$ cat config.mk
export PLATFORM = sky130hd
export DESIGN_NAME = out_pea_cfg_seq
export DESIGN_NICKNAME = d
export VERILOG_FILES = /design/src/rtl/out_pea_cfg_seq.sv
export SDC_FILE = /design/constraint.sdc
export NUM_CORES = 1
export LEC_CHECK = 0
export BUFFER_PORTS_ARGS = -buffer_cell sky130_fd_sc_hd__buf_2
export CAP_MARGIN = 15
export CORE_ASPECT_RATIO = 1.75
export CORE_MARGIN = 3
export CORE_UTILIZATION = 53
export DETAILED_ROUTE_END_ITERATION = 6
export GPL_ROUTABILITY_DRIVEN = 0
export PLACE_DENSITY_LB_ADDON = 0.1
export SLEW_MARGIN = 0
export SYNTH_ARGS = -nofsm -noshare
export SYNTH_HDL_FRONTEND = slang
export SYNTH_SLANG_ARGS = --single-unit
export TNS_END_PERCENT = 20
$ cat constraint.sdc
create_clock -name clk_i -period 8.35 [get_ports clk_i]
set_input_delay 1.67 -clock clk_i [delete_from_list [all_inputs] [get_ports clk_i]]
set_output_delay 1.67 -clock clk_i [all_outputs]
set_load 0.03 [all_outputs]
$ cat src/rtl/out_pea_cfg_seq.sv
// out_pea_cfg_seq: steps the PEA output selectors through the configuration banks.
//
// After a start request the block presents the selectors of banks 0..last_bank once per
// cycle, and repeats that sweep n_iter times. stall_i freezes the sequence. A one-cycle
// done_o pulse marks the end of the run.
//
// Ports:
//   clk_i, rst_i           clock, synchronous active-high reset
//   reg_cfg_sel_out_pea_i  all banks' selectors; bank b, output j at (b*N_OUT_PEA+j)*LOG_M
//   last_bank_i            last bank of each sweep (captured at start, clamped)
//   n_iter_i               number of sweeps (captured at start; 0 gives an empty run)
//   start_i                single-cycle start request, honoured only when idle
//   stall_i                back-pressure; holds the presented bank
//   sel_output_o           registered selectors of the presented bank
//   bank_idx_o             index of the presented bank
//   valid_o, busy_o        selectors valid / run in progress
//   done_o                 one-cycle completion pulse
//
// Build option: define OUT_PEA_SEQ_SHADOW_EN to snapshot the configuration at start and
// run from that copy; otherwise selectors are read from the live configuration input.
module out_pea_cfg_seq #(
    parameter int unsigned N_OUT_PEA     = 8,
    parameter int unsigned LOG_M         = 4,
    parameter int unsigned CFG_BANK_SIZE = 4
) (
    input  logic                                       clk_i,
    input  logic                                       rst_i,
    input  logic [CFG_BANK_SIZE*N_OUT_PEA*LOG_M-1:0]   reg_cfg_sel_out_pea_i,
    input  logic [$clog2(CFG_BANK_SIZE)-1:0]           last_bank_i,
    input  logic [15:0]                                n_iter_i,
    input  logic                                       start_i,
    input  logic                                       stall_i,
    output logic [N_OUT_PEA*LOG_M-1:0]                 sel_output_o,
    output logic [$clog2(CFG_BANK_SIZE)-1:0]           bank_idx_o,
    output logic                                       valid_o,
    output logic                                       busy_o,
    output logic                                       done_o
);

    localparam int unsigned SEL_W  = N_OUT_PEA * LOG_M;
    localparam int unsigned CFG_W  = CFG_BANK_SIZE * SEL_W;
    localparam int unsigned BANK_W = $clog2(CFG_BANK_SIZE);

    typedef enum logic [1:0] {StIdle, StRun, StDone} state_e;

    state_e              state_q;
    logic [BANK_W-1:0]   last_bank_q;
    logic [15:0]         n_iter_q;
    logic [15:0]         iter_q;
    logic [BANK_W-1:0]   last_bank_clamped;
    logic [BANK_W-1:0]   bank_inc;
    logic [CFG_W-1:0]    cfg_src;
    logic [SEL_W-1:0]    bank_sel [CFG_BANK_SIZE];

    // A power-of-two bank count cannot be exceeded by the index width, so no clamp is needed.
    if (CFG_BANK_SIZE == (1 << BANK_W)) begin : g_no_clamp
        assign last_bank_clamped = last_bank_i;
    end else begin : g_clamp
        localparam logic [BANK_W-1:0] MaxBank = BANK_W'(CFG_BANK_SIZE - 1);
        assign last_bank_clamped = (last_bank_i > MaxBank) ? MaxBank : last_bank_i;
    end

`ifdef OUT_PEA_SEQ_SHADOW_EN
    logic [CFG_W-1:0] shadow_q;

    always_ff @(posedge clk_i) begin
        if (rst_i) begin
            shadow_q <= '0;
        end else if (state_q == StIdle && start_i) begin
            shadow_q <= reg_cfg_sel_out_pea_i;
        end
    end

    // Bank 0 is loaded on the start edge itself, before the snapshot exists.
    assign cfg_src = (state_q == StIdle) ? reg_cfg_sel_out_pea_i : shadow_q;
`else
    assign cfg_src = reg_cfg_sel_out_pea_i;
`endif

    always_comb begin
        for (int b = 0; b < CFG_BANK_SIZE; b++) begin
            bank_sel[b] = cfg_src[b*SEL_W +: SEL_W];
        end
    end

    assign bank_inc = bank_idx_o + BANK_W'(1);

    always_ff @(posedge clk_i) begin
        if (rst_i) begin
            state_q      <= StIdle;
            last_bank_q  <= '0;
            n_iter_q     <= '0;
            iter_q       <= '0;
            sel_output_o <= '0;
            bank_idx_o   <= '0;
            valid_o      <= 1'b0;
            busy_o       <= 1'b0;
            done_o       <= 1'b0;
        end else begin
            unique case (state_q)
                StIdle: begin
                    if (start_i) begin
                        last_bank_q <= last_bank_clamped;
                        n_iter_q    <= n_iter_i;
                        iter_q      <= '0;
                        if (n_iter_i != 16'd0) begin
                            state_q      <= StRun;
                            sel_output_o <= bank_sel[0];
                            bank_idx_o   <= '0;
                            valid_o      <= 1'b1;
                            busy_o       <= 1'b1;
                        end else begin
                            state_q <= StDone;
                            done_o  <= 1'b1;
                        end
                    end
                end
                StRun: begin
                    if (!stall_i) begin
                        if (bank_idx_o == last_bank_q) begin
                            if (iter_q == n_iter_q - 16'd1) begin
                                state_q <= StDone;
                                valid_o <= 1'b0;
                                busy_o  <= 1'b0;
                                done_o  <= 1'b1;
                            end else begin
                                iter_q       <= iter_q + 16'd1;
                                bank_idx_o   <= '0;
                                sel_output_o <= bank_sel[0];
                            end
                        end else begin
                            bank_idx_o   <= bank_inc;
                            sel_output_o <= bank_sel[bank_inc];
                        end
                    end
                end
                StDone: begin
                    done_o  <= 1'b0;
                    state_q <= StIdle;
                end
                default: state_q <= StIdle;
            endcase
        end
    end

endmodule
After elaboration in Yosys (flattened, before gate mapping)

Cells that the tools add are included.

Register bits after elaboration: 72
Input port bits: 150
Logic and storage cells: 73
Output and inout bits: 37

Bitwise operators: 1
$add $sub $neg: 3
Reduce and logical (&&, ||, !) cells: 10
Mux-type cells: 38
$lt $le $gt $ge: 1
Eq/ne operators: 12

Operators by type and width:

| operator                                             | number |
|---|---|
| 2-to-1 mux 32 bit                                    | 7 |
| binary-select mux 32 bit (select 2 bit)              | 1 |
| 2-to-1 mux 16 bit                                    | 4 |
| case mux 32 bit (2 select lines)                     | 1 |
| case mux 16 bit (2 select lines)                     | 1 |
| 2-to-1 mux 2 bit                                     | 10 |
| adder 16 x 1 -> 16 bit (second input constant)       | 1 |
| equality test 16 bit                                 | 1 |
| nonzero test 16 bit                                  | 1 |
| subtractor 16 x 1 -> 16 bit (second input constant)  | 1 |
| != test 2 bit (second input constant)                | 7 |
| AND reduction 6 bit                                  | 2 |
| 2-to-1 mux 1 bit                                     | 10 |
| AND reduction 5 bit                                  | 2 |
| case mux 2 bit (2 select lines)                      | 2 |
| AND reduction 4 bit                                  | 1 |
| >= comparator 3 bit (second input constant)          | 1 |
| != test 3 bit (second input constant)                | 1 |
| inverter 2 -> 3 bit                                  | 1 |
| case mux 1 bit (3 select lines)                      | 1 |
| nonzero test 3 bit                                   | 1 |
| adder 2 x 1 -> 2 bit (second input constant)         | 1 |
| equality test 2 x 1 -> 1 bit (second input constant) | 1 |
| equality test 2 bit                                  | 1 |
| 5 further kinds                                      | 5 |

Longest topological paths before layout

Depth in word-level cells: 8
Mapped depth: 15
Gate-level depth less buffers: 10

Worst setup path after synthesis

OpenSTA, ideal clock, no wires.

Kind: reg-to-reg
Start: register n_iter_q[0]
End: register sel_output_o[14]
Slack: 5,119 ps
Data required time: 8,204 ps
Cell stages (with the launch flop): 16
Buffers on the path: 5
Arrival time: 3,085 ps
Path through: dfxtp_1 clkbuf_1 inv_1 ha_1 clkbuf_1 inv_1 nor4_1 o2111ai_1 or4_1 a2111o_1 buf_2 o31a_1 buf_6 buf_2 nor2_1 a211oi_2

Longest elaborated chain between the ends: 4

RTL lines:

| what                          | RTL line | source |
|---|---|---|
| start: declaration            | 48       | `logic [15:0] n_iter_q;` |
| start signal: assignment      | 104      | `n_iter_q <= n_iter_i;` |
| subtractor 16 x 1 -> 16 bit   | 121      | `if (iter_q == n_iter_q - 16'd1) begin` |
| equality test 16 bit          | 121      |  |
| != test 3 bit (no line)       | --       |  |
| AND reduction 5 bit (no line) | --       |  |
| end signal: assignment        | 108      | `sel_output_o <= bank_sel[0];` |
| end signal: assignment        | 129      | `sel_output_o <= bank_sel[0];` |
| end signal: assignment        | 133      | `sel_output_o <= bank_sel[bank_inc];` |
| end: declaration              | 33       | `output logic [N_OUT_PEA*LOG_M-1:0] sel_output_o,` |

Every way passes these cells.
A chain may end at the register's enable or synchronous reset.

Worst setup path in the final report

Start: register n_iter_q[0]
End: register bank_idx_o[0]

Longest elaborated chain between the ends: 4

RTL lines:

| what                          | RTL line | source |
|---|---|---|
| subtractor 16 x 1 -> 16 bit   | 121      |  |
| equality test 16 bit          | 121      |  |
| != test 3 bit (no line)       | --       |  |
| AND reduction 5 bit (no line) | --       |  |
| end signal: assignment        | 132      | `bank_idx_o <= bank_inc;` |
| end: declaration              | 34       | `output logic [$clog2(CFG_BANK_SIZE)-1:0] bank_idx_o,` |

Every way passes these cells.

==> results.txt <==
CP Cell Sequence: inv_1 -> ha_1 -> inv_1 -> nor4_1 -> o2111ai_1 -> or4_1 -> a2111o_1 -> o31a_2 -> buf_4 -> mux2_2 -> nor2_1
# fillers: 748
Post-Synth Simple-Gate Area: 0.252
Setup crit start kind: flip-flop
status: finished clean
Post-CTS Setup Bufs: 0
hold_sp: last_bank_q[1]$_SDFFE_PP0P_
mux share of post-synthesis cell area: 0.0770
Period minus WS final: 3.59 ns
Critical Path Sink Type: flip-flop
multi-input logic area: 2980 µm²
critical path capture point: bank_idx_o[0]$_SDFFE_PP0P_
Cells after DPL: 865
Std-Cell Rows: 44
final period utilization: 0.431
R2R setup slack: 4.76 ns
clk_lat worst skew: 0.33 ns
Synth Area in XOR/XNOR: 0.0392
Synth top cells by count: nand2_1, dfxtp_1, o21ai_0
Hold WS: 0.469 ns
CTS Root Cell: clkbuf_16
Layout Skew: 0.00784 ns
I/O Buffers: 186
Slowest cell on crit path: or4_1
Seq/Total Area, Yosys: 0.307
Congestion Overflow GR: 0
setup TNS: 0 ns
drt via density: 5.86
Worst-path clk slew: 0.05 ns
dpl cell area: 5590 µm²
main combinational cell family by area after synthesis: compound AO/OA/AOI/OAI gates
Leak: 2.33 nW
beginning of the critical path: n_iter_q[0]$_SDFFE_PP0P_
Post-synth EDFFs: 0
syn_nets: 759
Hold Path Stages: 2
CTS tree: built
cts bufs inserted: 9
Cell Area, Synth: 4690 µm²
endpoints failing hold: 0
first-pass GRT wire length: 23100 µm
f_max: 278 MHz
#FFs+latches synth: 72
Hold Path Class: reg2reg
top-count cell post-synth: nand2_1
CP dominant cell by count: inv_1
Final setup viols: 0
worst setup path class: reg2reg
Critical Path Max Stage Delay: 0.54 ns
DRT iter0 DRCs: 279
worst-path maximum fanout: 66
H-tree depth: 3
layout cells sized above 1: 0.312
reg2reg start: n_iter_q[0]$_SDFFE_PP0P_
ANT nets after route: 0
WP depth: 11
synth warn: 0
DRC: 0
gr usage total: 0.284
Critical path buffers and inverters: 3
Synth Instances: 607
critical path data required time: 8.60 ns
vias in the first global route: 5165
synth top area cells: dfxtp_1, mux2i_1, nand2_1
largest net degree at the start of global routing: 73
Synth Area in Adders: 0.00533
wire length per cell: 16.3 µm
dominant cell type by area after synthesis: dfxtp_1
Die Height: 131 µm
top_reg_cell synth: dfxtp_1
Avg Inst Size Synth: 7.73 µm²
Netlist cell types: 52
Routed WL: 14300 µm
RSZ-0062 raised after global routing: no
Slew @ Worst Pin: 0.822 ns
CTS resizes: 0
die area: 10100 µm²
Pre-antenna DRT Iters: 7
clk sinks: 72
worst r2r dst: bank_idx_o[0]$_SDFFE_PP0P_
post-synthesis compound-gate area fraction: 0.261
asr flop ratio synth: 0
CTS Buffer Depth: 2
Final HPWL DP: 11000 µm
Top Ports: 187
cell area after layout: 5880 µm²
final non-filler cell total: 880
Cell Pwr Density: 165 nW/µm²
Layout area overhead: 25.2%
Via Count: 5154
Hold Buf Count CTS: 0
Reg2Reg Depth: 11
sequential cell area: 1440 µm²
width of the die: 77.1 µm
Max IR drop VDD: 0.122 mV
crit path DAT: 3.85 ns
final net count: 914
total of max-cap violations: 0
final slew viol count: 0
delay-heaviest family, CP: compound AO/OA/AOI/OAI gates
initial antenna violation count: 2
Synth top area share: 0.307
Core ar.: 8480 µm²
Power Total: 972 µW
Initial Util: 0.554
Slew Limit Headroom: 0.452
## cells in the final DEF (no fill, tap or decap), types with 5 or more instances in the layout
cell         n
buf_2      187
nand2_1     74
dfxtp_1     71
o21ai_0     52
nor2_1      50
a21oi_1     37
mux2i_1     35
a22oi_1     23
nand3_1     20
a211oi_2    20
nor3_1      18
nand2b_1    15
a211oi_1    14
nor2b_1     13
xnor2_1     11
xor2_1      10
or3_1       10
inv_1        9
nor4_1       9
clkbuf_16    9
or4_1        8
o31ai_1      8
buf_4        7
nand4_1      5
o2111ai_1    5
## sequential cells by signal, indices dropped and copies added (netlist names)
| name | flops |
|---|---|
| last_bank_q | 2 |
| iter_q | 16 |
| state_q | 2 |
| n_iter_q | 16 |
| bank_idx_o | 2 |
| sel_output_o | 32 |
| done_o | 1 |
| busy_o | 1 |
## kinds of logic after synthesis
logic type | after synthesis
adders and majority gates | 2
buffers and inverters | 59
AOI/OAI and AO/OA | 178
and+or+nand+nor | 239
xor gates and xnor gates | 21
DFF | 72
muxes | 36
## routing by layer
layer	wire length, µm	global-route usage	vias up
met5	11	0	-
met4	665	0.201	2
met3	851	0.0631	48
met2	7850	0.525	207
met1	4950	0.279	2379
li1	-	-	2518
## cell type report
cell class / count / share of cell area
multi-input combinational: 476 / 0.508
sequential: 72 / 0.246
timing repair buffer: 194 / 0.168
clock buffer: 13 / 0.0477
tap: 115 / 0.0245
inverter: 9 / 0.00575
antenna: 1 / 0.000426
## report_power, final
group	switching, mW	internal [mW]	leakage, nW
combinational	0.140	0.0917	1.60
sequential	0.0199	0.366	0.591
clock	0.127	0.228	0.140
## through the flow
stage,utilization,setup WS [ns]
6_report,0.693,4.76
5_1_grt,0.693,4.44
4_1_cts,0.692,4.65
3_5_place_dp,0.659,4.53
3_3_place_gp,0.659,4.61
2_1_floorplan,-,5.12
## worst register-to-register path: stages (launching register included)
cell and delay (ns):
dfxtp_1 0.37, inv_1 0.08, ha_1 0.35, inv_1 0.19
nor4_1 0.19, o2111ai_1 0.14, or4_1 0.54, a2111o_1 0.51
o31a_2 0.39, buf_4 0.34, mux2_2 0.36, nor2_1 0.07
## worst min path at each step
stage / endpoint
final: last_bank_q[1]$_SDFFE_PP0P_
after detailed placement: sel_output_o[4]$_SDFFE_PP0P_
after global routing: sel_output_o[0]$_SDFFE_PP0P_
after CTS: last_bank_q[1]$_SDFFE_PP0P_
after floorplan: state_q[1]$_SDFFE_PP0P_
after global placement: sel_output_o[0]$_SDFFE_PP0P_
(Power assumes the default switching activity.)
